===== src/rtl/pipeline_hazard_ctrl_if.sv =====
// Pipeline hazard controller bus.
// The pipeline side (master) presents the ID/EX/MEM/WB register fields,
// the branch outcome and the freeze request. The controller side (slave)
// returns the register enables, NOP injection, forwarding selects,
// handshake status and performance counters.
interface pipeline_hazard_ctrl_if #(
  parameter int CNT_W = 16
);
  logic [4:0]       ID_RA;
  logic [4:0]       ID_RB;
  logic             ID_USE_RA;
  logic             ID_USE_RB;
  logic [4:0]       EX_RD;
  logic             EX_RF_LE;
  logic             EX_L;
  logic [4:0]       MEM_RD;
  logic             MEM_RF_LE;
  logic [4:0]       WB_RD;
  logic             WB_RF_LE;
  logic             EX_BR_TAKEN;
  logic             HOLD_REQ;
  logic             PC_LE;
  logic             IF_ID_LE;
  logic             IF_ID_CLR;
  logic             NOP_SEL;
  logic [1:0]       FWD_A;
  logic [1:0]       FWD_B;
  logic             HOLD_ACK;
  logic [1:0]       STATE;
  logic [CNT_W-1:0] STALL_CNT;
  logic [CNT_W-1:0] FLUSH_CNT;

  modport master (
    output ID_RA, ID_RB, ID_USE_RA, ID_USE_RB,
    output EX_RD, EX_RF_LE, EX_L, MEM_RD, MEM_RF_LE, WB_RD, WB_RF_LE,
    output EX_BR_TAKEN, HOLD_REQ,
    input  PC_LE, IF_ID_LE, IF_ID_CLR, NOP_SEL, FWD_A, FWD_B,
    input  HOLD_ACK, STATE, STALL_CNT, FLUSH_CNT
  );

  modport slave (
    input  ID_RA, ID_RB, ID_USE_RA, ID_USE_RB,
    input  EX_RD, EX_RF_LE, EX_L, MEM_RD, MEM_RF_LE, WB_RD, WB_RF_LE,
    input  EX_BR_TAKEN, HOLD_REQ,
    output PC_LE, IF_ID_LE, IF_ID_CLR, NOP_SEL, FWD_A, FWD_B,
    output HOLD_ACK, STATE, STALL_CNT, FLUSH_CNT
  );
endinterface


===== src/rtl/pipeline_hazard_ctrl.sv =====
// Hazard and sequencing controller for the five-stage pipeline.
// Forwarding selects and pipeline register controls are combinational so
// they act on the same edge as the pipeline registers; the RUN/DRAIN/HALTED
// sequencer, HOLD_ACK and the saturating stall/flush counters are registered.
module pipeline_hazard_ctrl #(
  parameter int CNT_W        = 16,
  parameter int DRAIN_CYCLES = 3
) (
  input logic                  Clk,
  input logic                  Rst,
  pipeline_hazard_ctrl_if.slave bus
);

  localparam int DW = (DRAIN_CYCLES > 2) ? $clog2(DRAIN_CYCLES) : 1;
  localparam logic [DW-1:0]    DRAIN_LOAD = DW'(DRAIN_CYCLES - 1);
  localparam logic [CNT_W-1:0] CNT_MAX    = {CNT_W{1'b1}};

  typedef enum logic [1:0] {
    ST_RUN    = 2'b00,
    ST_DRAIN  = 2'b01,
    ST_HALTED = 2'b10
  } state_t;

  state_t            state_r;
  state_t            state_nxt_s;
  logic [DW-1:0]     drain_cnt_r;
  logic [DW-1:0]     drain_cnt_nxt_s;
  logic              hold_ack_r;
  logic [CNT_W-1:0]  stall_cnt_r;
  logic [CNT_W-1:0]  flush_cnt_r;
  logic              load_use_s;
  logic              stall_inc_s;
  logic              flush_inc_s;
  logic [1:0]        fwd_a_s;
  logic [1:0]        fwd_b_s;
  logic              pc_le_s;
  logic              if_id_le_s;
  logic              if_id_clr_s;
  logic              nop_sel_s;

  // Operand source for one ID read port. A load still in EX has no valid
  // result yet, so a match against it selects the RF (the stall covers it).
  function automatic logic [1:0] fwd_sel(
    input logic       use_src,
    input logic [4:0] src,
    input logic       ex_le,
    input logic       ex_l,
    input logic [4:0] ex_rd,
    input logic       mem_le,
    input logic [4:0] mem_rd,
    input logic       wb_le,
    input logic [4:0] wb_rd
  );
    logic [1:0] sel;
    sel = 2'b00;
    if (!use_src || (src == 5'd0)) begin
      sel = 2'b00;
    end else if (ex_le && (ex_rd == src) && ex_l) begin
      sel = 2'b00;
    end else if (ex_le && (ex_rd == src)) begin
      sel = 2'b01;
    end else if (mem_le && (mem_rd == src)) begin
      sel = 2'b10;
    end else if (wb_le && (wb_rd == src)) begin
      sel = 2'b11;
    end else begin
      sel = 2'b00;
    end
    return sel;
  endfunction

  // Hazard detection and forwarding selects from the current stage fields.
  always_comb begin
    load_use_s = 1'b0;
    if (bus.EX_L && bus.EX_RF_LE && (bus.EX_RD != 5'd0)) begin
      load_use_s = (bus.ID_USE_RA && (bus.EX_RD == bus.ID_RA)) ||
                   (bus.ID_USE_RB && (bus.EX_RD == bus.ID_RB));
    end else begin
      load_use_s = 1'b0;
    end
    fwd_a_s = fwd_sel(bus.ID_USE_RA, bus.ID_RA, bus.EX_RF_LE, bus.EX_L, bus.EX_RD,
                      bus.MEM_RF_LE, bus.MEM_RD, bus.WB_RF_LE, bus.WB_RD);
    fwd_b_s = fwd_sel(bus.ID_USE_RB, bus.ID_RB, bus.EX_RF_LE, bus.EX_L, bus.EX_RD,
                      bus.MEM_RF_LE, bus.MEM_RD, bus.WB_RF_LE, bus.WB_RD);
  end

  // Sequencer next state: enter DRAIN on a hold request unless a branch is
  // resolving, count the drain down, and leave HALTED once the request drops.
  always_comb begin
    state_nxt_s     = state_r;
    drain_cnt_nxt_s = drain_cnt_r;
    case (state_r)
      ST_RUN: begin
        if (bus.HOLD_REQ && !bus.EX_BR_TAKEN) begin
          state_nxt_s     = ST_DRAIN;
          drain_cnt_nxt_s = DRAIN_LOAD;
        end else begin
          state_nxt_s     = ST_RUN;
          drain_cnt_nxt_s = drain_cnt_r;
        end
      end
      ST_DRAIN: begin
        if (drain_cnt_r == {DW{1'b0}}) begin
          state_nxt_s     = ST_HALTED;
          drain_cnt_nxt_s = {DW{1'b0}};
        end else begin
          state_nxt_s     = ST_DRAIN;
          drain_cnt_nxt_s = drain_cnt_r - DW'(1);
        end
      end
      ST_HALTED: begin
        if (!bus.HOLD_REQ) begin
          state_nxt_s = ST_RUN;
        end else begin
          state_nxt_s = ST_HALTED;
        end
      end
      default: begin
        state_nxt_s     = ST_RUN;
        drain_cnt_nxt_s = {DW{1'b0}};
      end
    endcase
  end

  // Pipeline register controls; reset and non-RUN states freeze the front end.
  always_comb begin
    pc_le_s     = 1'b0;
    if_id_le_s  = 1'b0;
    if_id_clr_s = 1'b0;
    nop_sel_s   = 1'b1;
    if (Rst) begin
      if_id_clr_s = 1'b1;
    end else begin
      case (state_r)
        ST_RUN: begin
          if (bus.EX_BR_TAKEN) begin
            pc_le_s     = 1'b1;
            if_id_le_s  = 1'b1;
            if_id_clr_s = 1'b1;
            nop_sel_s   = 1'b0;
          end else if (load_use_s) begin
            pc_le_s    = 1'b0;
            if_id_le_s = 1'b0;
            nop_sel_s  = 1'b1;
          end else begin
            pc_le_s    = 1'b1;
            if_id_le_s = 1'b1;
            nop_sel_s  = 1'b0;
          end
        end
        default: begin
          pc_le_s    = 1'b0;
          if_id_le_s = 1'b0;
          nop_sel_s  = 1'b1;
        end
      endcase
    end
  end

  assign stall_inc_s = (state_r == ST_RUN) && !bus.EX_BR_TAKEN && load_use_s;
  assign flush_inc_s = (state_r == ST_RUN) && bus.EX_BR_TAKEN;

  // Sequencer state, drain counter and the registered hold acknowledge.
  always_ff @(posedge Clk) begin
    if (Rst) begin
      state_r     <= ST_RUN;
      drain_cnt_r <= {DW{1'b0}};
      hold_ack_r  <= 1'b0;
    end else begin
      state_r     <= state_nxt_s;
      drain_cnt_r <= drain_cnt_nxt_s;
      hold_ack_r  <= (state_nxt_s == ST_HALTED);
    end
  end

  // Saturating performance counters for stalls and branch flushes.
  always_ff @(posedge Clk) begin
    if (Rst) begin
      stall_cnt_r <= {CNT_W{1'b0}};
      flush_cnt_r <= {CNT_W{1'b0}};
    end else begin
      if (stall_inc_s && (stall_cnt_r != CNT_MAX)) begin
        stall_cnt_r <= stall_cnt_r + CNT_W'(1);
      end
      if (flush_inc_s && (flush_cnt_r != CNT_MAX)) begin
        flush_cnt_r <= flush_cnt_r + CNT_W'(1);
      end
    end
  end

  assign bus.PC_LE     = pc_le_s;
  assign bus.IF_ID_LE  = if_id_le_s;
  assign bus.IF_ID_CLR = if_id_clr_s;
  assign bus.NOP_SEL   = nop_sel_s;
  assign bus.FWD_A     = Rst ? 2'b00 : fwd_a_s;
  assign bus.FWD_B     = Rst ? 2'b00 : fwd_b_s;
  assign bus.HOLD_ACK  = hold_ack_r;
  assign bus.STATE     = state_r;
  assign bus.STALL_CNT = stall_cnt_r;
  assign bus.FLUSH_CNT = flush_cnt_r;

endmodule


===== src/flat_wrapper.sv =====
// flat-port wrapper written by rule: the top's interface ports become plain ports
module pipeline_hazard_ctrl_flat 
#(
  parameter int CNT_W        = 16,
  parameter int DRAIN_CYCLES = 3
)
  (Clk, Rst, bus_ID_RA, bus_ID_RB, bus_ID_USE_RA, bus_ID_USE_RB, bus_EX_RD, bus_EX_RF_LE, bus_EX_L, bus_MEM_RD, bus_MEM_RF_LE, bus_WB_RD, bus_WB_RF_LE, bus_EX_BR_TAKEN, bus_HOLD_REQ, bus_PC_LE, bus_IF_ID_LE, bus_IF_ID_CLR, bus_NOP_SEL, bus_FWD_A, bus_FWD_B, bus_HOLD_ACK, bus_STATE, bus_STALL_CNT, bus_FLUSH_CNT);
  pipeline_hazard_ctrl_if #(.CNT_W(CNT_W)) bus_i ();
  input logic Clk;
  input logic Rst;
  input wire logic [$bits(bus_i.ID_RA)-1:0] bus_ID_RA;
  input wire logic [$bits(bus_i.ID_RB)-1:0] bus_ID_RB;
  input wire logic [$bits(bus_i.ID_USE_RA)-1:0] bus_ID_USE_RA;
  input wire logic [$bits(bus_i.ID_USE_RB)-1:0] bus_ID_USE_RB;
  input wire logic [$bits(bus_i.EX_RD)-1:0] bus_EX_RD;
  input wire logic [$bits(bus_i.EX_RF_LE)-1:0] bus_EX_RF_LE;
  input wire logic [$bits(bus_i.EX_L)-1:0] bus_EX_L;
  input wire logic [$bits(bus_i.MEM_RD)-1:0] bus_MEM_RD;
  input wire logic [$bits(bus_i.MEM_RF_LE)-1:0] bus_MEM_RF_LE;
  input wire logic [$bits(bus_i.WB_RD)-1:0] bus_WB_RD;
  input wire logic [$bits(bus_i.WB_RF_LE)-1:0] bus_WB_RF_LE;
  input wire logic [$bits(bus_i.EX_BR_TAKEN)-1:0] bus_EX_BR_TAKEN;
  input wire logic [$bits(bus_i.HOLD_REQ)-1:0] bus_HOLD_REQ;
  output wire logic [$bits(bus_i.PC_LE)-1:0] bus_PC_LE;
  output wire logic [$bits(bus_i.IF_ID_LE)-1:0] bus_IF_ID_LE;
  output wire logic [$bits(bus_i.IF_ID_CLR)-1:0] bus_IF_ID_CLR;
  output wire logic [$bits(bus_i.NOP_SEL)-1:0] bus_NOP_SEL;
  output wire logic [$bits(bus_i.FWD_A)-1:0] bus_FWD_A;
  output wire logic [$bits(bus_i.FWD_B)-1:0] bus_FWD_B;
  output wire logic [$bits(bus_i.HOLD_ACK)-1:0] bus_HOLD_ACK;
  output wire logic [$bits(bus_i.STATE)-1:0] bus_STATE;
  output wire logic [$bits(bus_i.STALL_CNT)-1:0] bus_STALL_CNT;
  output wire logic [$bits(bus_i.FLUSH_CNT)-1:0] bus_FLUSH_CNT;
  assign bus_i.ID_RA = bus_ID_RA;
  assign bus_i.ID_RB = bus_ID_RB;
  assign bus_i.ID_USE_RA = bus_ID_USE_RA;
  assign bus_i.ID_USE_RB = bus_ID_USE_RB;
  assign bus_i.EX_RD = bus_EX_RD;
  assign bus_i.EX_RF_LE = bus_EX_RF_LE;
  assign bus_i.EX_L = bus_EX_L;
  assign bus_i.MEM_RD = bus_MEM_RD;
  assign bus_i.MEM_RF_LE = bus_MEM_RF_LE;
  assign bus_i.WB_RD = bus_WB_RD;
  assign bus_i.WB_RF_LE = bus_WB_RF_LE;
  assign bus_i.EX_BR_TAKEN = bus_EX_BR_TAKEN;
  assign bus_i.HOLD_REQ = bus_HOLD_REQ;
  assign bus_PC_LE = bus_i.PC_LE;
  assign bus_IF_ID_LE = bus_i.IF_ID_LE;
  assign bus_IF_ID_CLR = bus_i.IF_ID_CLR;
  assign bus_NOP_SEL = bus_i.NOP_SEL;
  assign bus_FWD_A = bus_i.FWD_A;
  assign bus_FWD_B = bus_i.FWD_B;
  assign bus_HOLD_ACK = bus_i.HOLD_ACK;
  assign bus_STATE = bus_i.STATE;
  assign bus_STALL_CNT = bus_i.STALL_CNT;
  assign bus_FLUSH_CNT = bus_i.FLUSH_CNT;
  pipeline_hazard_ctrl #(.CNT_W(CNT_W), .DRAIN_CYCLES(DRAIN_CYCLES)) u_core (.Clk(Clk), .Rst(Rst), .bus(bus_i));
endmodule

===== config.mk =====
export PLATFORM = sky130hd
export DESIGN_NAME = pipeline_hazard_ctrl_flat
export DESIGN_NICKNAME = d
export VERILOG_FILES = /design/src/rtl/pipeline_hazard_ctrl_if.sv /design/src/rtl/pipeline_hazard_ctrl.sv /design/src/flat_wrapper.sv
export SDC_FILE = /design/constraint.sdc
export NUM_CORES = 1
export LEC_CHECK = 0
export CAP_MARGIN = 20
export CORE_ASPECT_RATIO = 1.5
export CORE_UTILIZATION = 45
export DETAILED_ROUTE_END_ITERATION = 12
export PLACE_DENSITY = 0.79
export RECOVER_POWER = 100
export SKIP_CTS_REPAIR_TIMING = 1
export SLEW_MARGIN = 20
export SYNTH_ARGS = -nofsm -noshare
export SYNTH_HDL_FRONTEND = slang
export SYNTH_SLANG_ARGS = --single-unit

===== constraint.sdc =====
create_clock -name Clk -period 3.4 [get_ports Clk]
set_clock_uncertainty 0.05 [all_clocks]
set_input_delay 1.02 -clock Clk [delete_from_list [all_inputs] [get_ports Clk]]
set_output_delay 1.02 -clock Clk [all_outputs]
set_load 0.03 [all_outputs]

Word level (Yosys, flattened, before mapping) --
Cells that the tools add are included.
Storage, ports and cells: input bits 35, output and inout port bits 43, word-level logic and storage cells 82, register bits 37
Operators by class: bitwise gates (word level) 1, equal/unequal tests 12, mux-type cells 31, reductions and logical operators 30, add/subtract/negate cells 3
Operator list (count):
- $add A16 B1 Y16 const B | 2
- $mux W2 | 16
- $ne A16 B16 Y1 const B | 2
- $eq A5 B5 Y1 | 6
- $logic_and A1 B1 Y1 | 18
- $mux W1 | 13
- $pmux W2 S3 | 2
- $logic_not A5 Y1 | 2
- $reduce_bool A5 Y1 | 1
- $eq A2 B2 Y1 const B | 2
- $logic_not A2 Y1 | 2
- $logic_not A1 Y1 | 3
- $logic_or A1 B1 Y1 | 3
- $eq A2 B1 Y1 const B | 1
- $ne A2 B1 Y1 const B | 1
- $reduce_and A2 Y1 | 1
- $sub A2 B1 Y2 const B | 1
- $not A1 Y1 | 1

Logic depth before layout (Yosys ltp) --
depth after elaboration 8, mapped depth 7, depth with buffers taken out 6

Least setup slack after synthesis --
Ideal clock, no wire load.
path kind input-to-output, from input port bus_EX_RD[1], to output port bus_PC_LE, setup slack -0.517 ns, path buffers 1, arrival 2.847 ns, data required time 2.330 ns, cell stages on the path 5, path through nor4_1 -> a211oi_1 -> nor2b_1 -> nor3_1 -> buf_4
On the way: longest elaborated chain between the ends 8, elaborated cells on any way between the ends 12, those cells by class 2 x eq/ne; 5 x mux; 5 x reduce/logical
RTL lines:
- start: declaration | RTL line flat_wrapper.sv:15 | input wire logic [$bits(bus_i.EX_RD)-1:0] bus_EX_RD;
- $eq A5 B5 Y1 (on tied branches) | RTL line pipeline_hazard_ctrl.sv:76, pipeline_hazard_ctrl.sv:77
- $logic_and A1 B1 Y1 (on tied branches) | RTL line pipeline_hazard_ctrl.sv:76, pipeline_hazard_ctrl.sv:77
- $logic_or A1 B1 Y1 | RTL line pipeline_hazard_ctrl.sv:76 | load_use_s = (bus.ID_USE_RA && (bus.EX_RD == bus.ID_RA)) ||
- $mux W1 (*) | RTL line pipeline_hazard_ctrl.sv:75 | if (bus.EX_L && bus.EX_RF_LE && (bus.EX_RD != 5'd0)) begin
- $mux W1 (*) (4 in series)
- end: declaration | RTL line flat_wrapper.sv:24 | output wire logic [$bits(bus_i.PC_LE)-1:0] bus_PC_LE;
Every way passes the cells marked *; elsewhere a longest branch is shown, timed or not.

Worst setup path after layout --
from input port bus_EX_BR_TAKEN, to output port bus_IF_ID_CLR
On the way: longest elaborated chain between the ends 3
RTL lines:
- start: declaration | RTL line flat_wrapper.sv:22 | input wire logic [$bits(bus_i.EX_BR_TAKEN)-1:0] bus_EX_BR_TAKEN;
- $mux W1 | RTL line pipeline_hazard_ctrl.sv:136 | if (bus.EX_BR_TAKEN) begin
- $mux W1 | RTL line pipeline_hazard_ctrl.sv:134 | case (state_r)
- $mux W1 | RTL line pipeline_hazard_ctrl.sv:131 | if (Rst) begin
- end: declaration | RTL line flat_wrapper.sv:26 | output wire logic [$bits(bus_i.IF_ID_CLR)-1:0] bus_IF_ID_CLR;
No other way between the ends.

==> key figures <==
Yosys
  • Syn Area/Cell: ~8 µm²
  • Synth area leader: dfxtp_1
  • Synth warn: 0
  • Gate Count Post-Synth: ~300
  • Mapped cell area: roughly 0.0024 mm²
  • Distinct cells, synth: 40
  • Top-area cell type share of the netlist area: a little under a third
  • Synthesized Nets: about 330
  • Most frequent cell after synthesis: dfxtp_1
  • Post-synthesis register bit count: 37
  • Number of enable flip-flop cells after synthesis: 0
  • Top cells by area, synth: dfxtp_1 (31%), xor2_1 (8.1%), xnor2_1 (7.0%), a21oi_1 (5.3%), or4_1 (4.8%)
  • Top cells by count, synth: dfxtp_1 (37), a21oi_1 (25), nor2_1 (24)
  • Async set-reset flop share out of synthesis: 0%
  • Post-synth top flop: dfxtp_1
  • Sequential area share after synthesis: a little under a third

GRT
  • GRT Resource Usage Total: roughly 25%
  • Pin count of the biggest net entering global routing: 32
  • First-pass GRT wire length: 10900 µm
  • Global route total overflow: 0
  • Initial antenna violation count: 0
  • Vias in the first global route: 2434

Routing
  • Post-DR vias/cell: approximately 5.7
  • Initial DRT Pass Iterations: 4
  • ANT nets after route: 0
  • Initial DRC count: 100
  • Post-Route WL: 7430 µm
  • Avg WL per Cell: around 16 µm
  • Drt drc: 0
  • Vias: roughly 2700

Run status
  • Outcome: complete, but fails checks
  • Failing checks: setup timing

Floorplanning
  • Die extent in y: a little over 90 µm
  • Chip width: 61.2 µm
  • Core area: 0.00508 mm²
  • # IOs: 78
  • Die Area: between 0.005 and 0.006 mm²
  • Initial Utilization: between 40% and 50%
  • FP Rows: 32

Setup path
  • Worst path arrival time: around 2.5 ns
  • Worst path top cell family by delay: buffers and inverters
  • CP peak stage delay: 0.58 ns
  • Crit Path Class: input port to output port
  • CP Cell Sequence: dlygate4sd3_1, clkbuf_1, nor3b_2, or2_2, buf_4
  • Slowest stage cell, crit path: dlygate4sd3_1
  • Worst-path fanout max: 5
  • CP required: ~2.3 ns
  • Worst Setup Start Kind: input port
  • Buffers and inverters on the worst path: 3
  • Critical path capture point type: output port

CTS
  • H-tree Lvls: 2
  • Clock Pin Slew Worst Setup and Hold Paths: around 0.070 ns
  • Worst-Skew Late Latency: about 0.29 ns
  • CTS max path bufs: 2
  • Clk sinks: 37
  • CTS Root Cell: clkbuf_8
  • Total CTS buffers: 5
  • CTS tree: built

Finish
  • Share of layout cells above drive strength 1: 17.7%
  • Fillcell total: approximately 380
  • N_diodes: 0
  • Nets@finish: approximately 440
  • P&R area growth vs syn: 55.5%

Power and ir drop
  • Leak: roughly 1.5 nW
  • Final total power: between 0.001 and 0.0015 W
  • Power density over the cells: about 300 mW/mm²
  • Peak VDD IR: ~0.00037 V

Placement
  • Pre-CTS setup slack: -0.703 ns
  • Port bufs: 77
  • Dpl hpwl: ~5300 µm
  • GPL Wtd Cong: just under 0.8

Timing
  • Final Hold Vio Count: 0
  • Finish-stage setup viols: 8
  • Final WS setup: -0.123 ns
  • FMAX: 284 MHz
  • RSZ-0062 raised after global routing: true
  • Slew headroom: 36.1%
  • Worst-Margin Slew: approximately 0.96 ns
  • Tmin final: between 3 and 4 ns
  • Final Max Tran Viols: 0
  • Final period utilization: 104%

Flow run
  • Max cap viols: 0

Worst hold path
  • Worst hold path class: register to register
==> report_power, final <==
group / total [W] / switching, W / internal, W
Clock: 0.000452 / 0.000160 / 0.000291
Sequential: 0.000446 / 0.00000673 / 0.000439
Combinational: 0.000221 / 0.000113 / 0.000108
Total: 0.00112 / 0.000280 / 0.000838
==> cell usage in the layout, fill, tap and decap left out, types with 4 or more instances in the layout <==
cell type	netlist	routed
a21oi_1	25	25
and3_1	10	8
buf_4	1	27
buf_6	0	8
clkbuf_1	7	5
clkbuf_2	0	5
clkbuf_8	0	5
clkdlybuf4s50_1	0	9
dfxtp_1	37	37
dlygate4sd3_1	0	36
dlymetal6s2s_1	0	17
inv_1	4	4
nand2_1	16	16
nand3_1	22	22
nand4_1	11	12
nor2_1	24	24
nor2b_1	6	5
o21ai_0	9	8
o31ai_1	11	11
or3_1	7	7
or4_1	15	15
xnor2_1	19	17
xor2_1	22	20
==> worst reg2reg max path, delay by kind of cell, from the launching register on <==
kind / cells / cell delay [ns]
AOI/OAI and AO/OA: 2 / 0.51
DFF: 1 / 0.39
and+or+nand+nor: 3 / 1.19
==> cell type report <==
class | instances | area, µm² | share of cell area, %
inverters | 4 | 15.0 | 0.408
well taps | 68 | 85.1 | 2.31
clock buffers | 5 | 68.8 | 1.87
flip-flops and latches | 37 | 741 | 20.1
repair buffers | 110 | 1040 | 28.2
clock inverters | 3 | 65.1 | 1.77
multi-input cells | 242 | 1670 | 45.4
==> per-layer routing <==
| layer | track usage, % | part of all wire (%) | vias to the layer above |
|---|---|---|---|
| li1 | - | - | 1305 |
| met1 | 27.1 | 39 | 1254 |
| met5 | 0 | 0 | - |
| met4 | 10.2 | 2.7 | 0 |
| met3 | 4.58 | 6.0 | 16 |
| met2 | 46.1 | 52 | 87 |
==> state kept, by name, indices dropped and copies added (netlist names) <==
signal                cells
u_core.bus.FLUSH_CNT     16
u_core.bus.STALL_CNT     16
u_core.bus.STATE          2
u_core.drain_cnt_r        2
u_core.bus.HOLD_ACK       1
==> cell families (layout without fill, tap and decap cells) <==
family / count (synthesis) / after routing / share of synthesized area, %
multiplexers: 4 / 4 / 1.80
buffers and inverters: 15 / 122 / 2.69
XOR/XNOR: 41 / 41 / 15.2
AND/OR/NAND/NOR: 139 / 139 / 33.1
adder cells (fa/ha/maj): 2 / 2 / 1.06
AO/OA/AOI/OAI: 56 / 56 / 14.9
flip-flops: 37 / 37 / 31.3
==> path summary, 6_finish.rpt <==
check                                   to  cells after the start                  start  slack [ns]
setup / recovery             bus_IF_ID_CLR                      5        bus_EX_BR_TAKEN       -0.12
hold / removal       u_core.drain_cnt_r[1]                      2  u_core.drain_cnt_r[1]        0.47
setup reg to reg  u_core.bus.STALL_CNT[15]                      5    u_core.bus.STATE[0]        1.17
hold reg to reg      u_core.drain_cnt_r[1]                      2  u_core.drain_cnt_r[1]        0.47
==> through the flow <==
step	util [%]	hold WS [ns]	instance area (µm²)	TNS, ns	std cells
final	72.4	0.468	3680	-0.762	469
after global routing	72.4	0.487	3680	-1.40	469
after CTS	69.5	0.454	3530	-3.19	466
after detailed placement	66.9	0.438	3400	-3.10	458
after global placement	66.9	0.425	3400	-3.01	458
after floorplan	-	0.410	2390	0	294
Power figures use the tool's default switching activity.
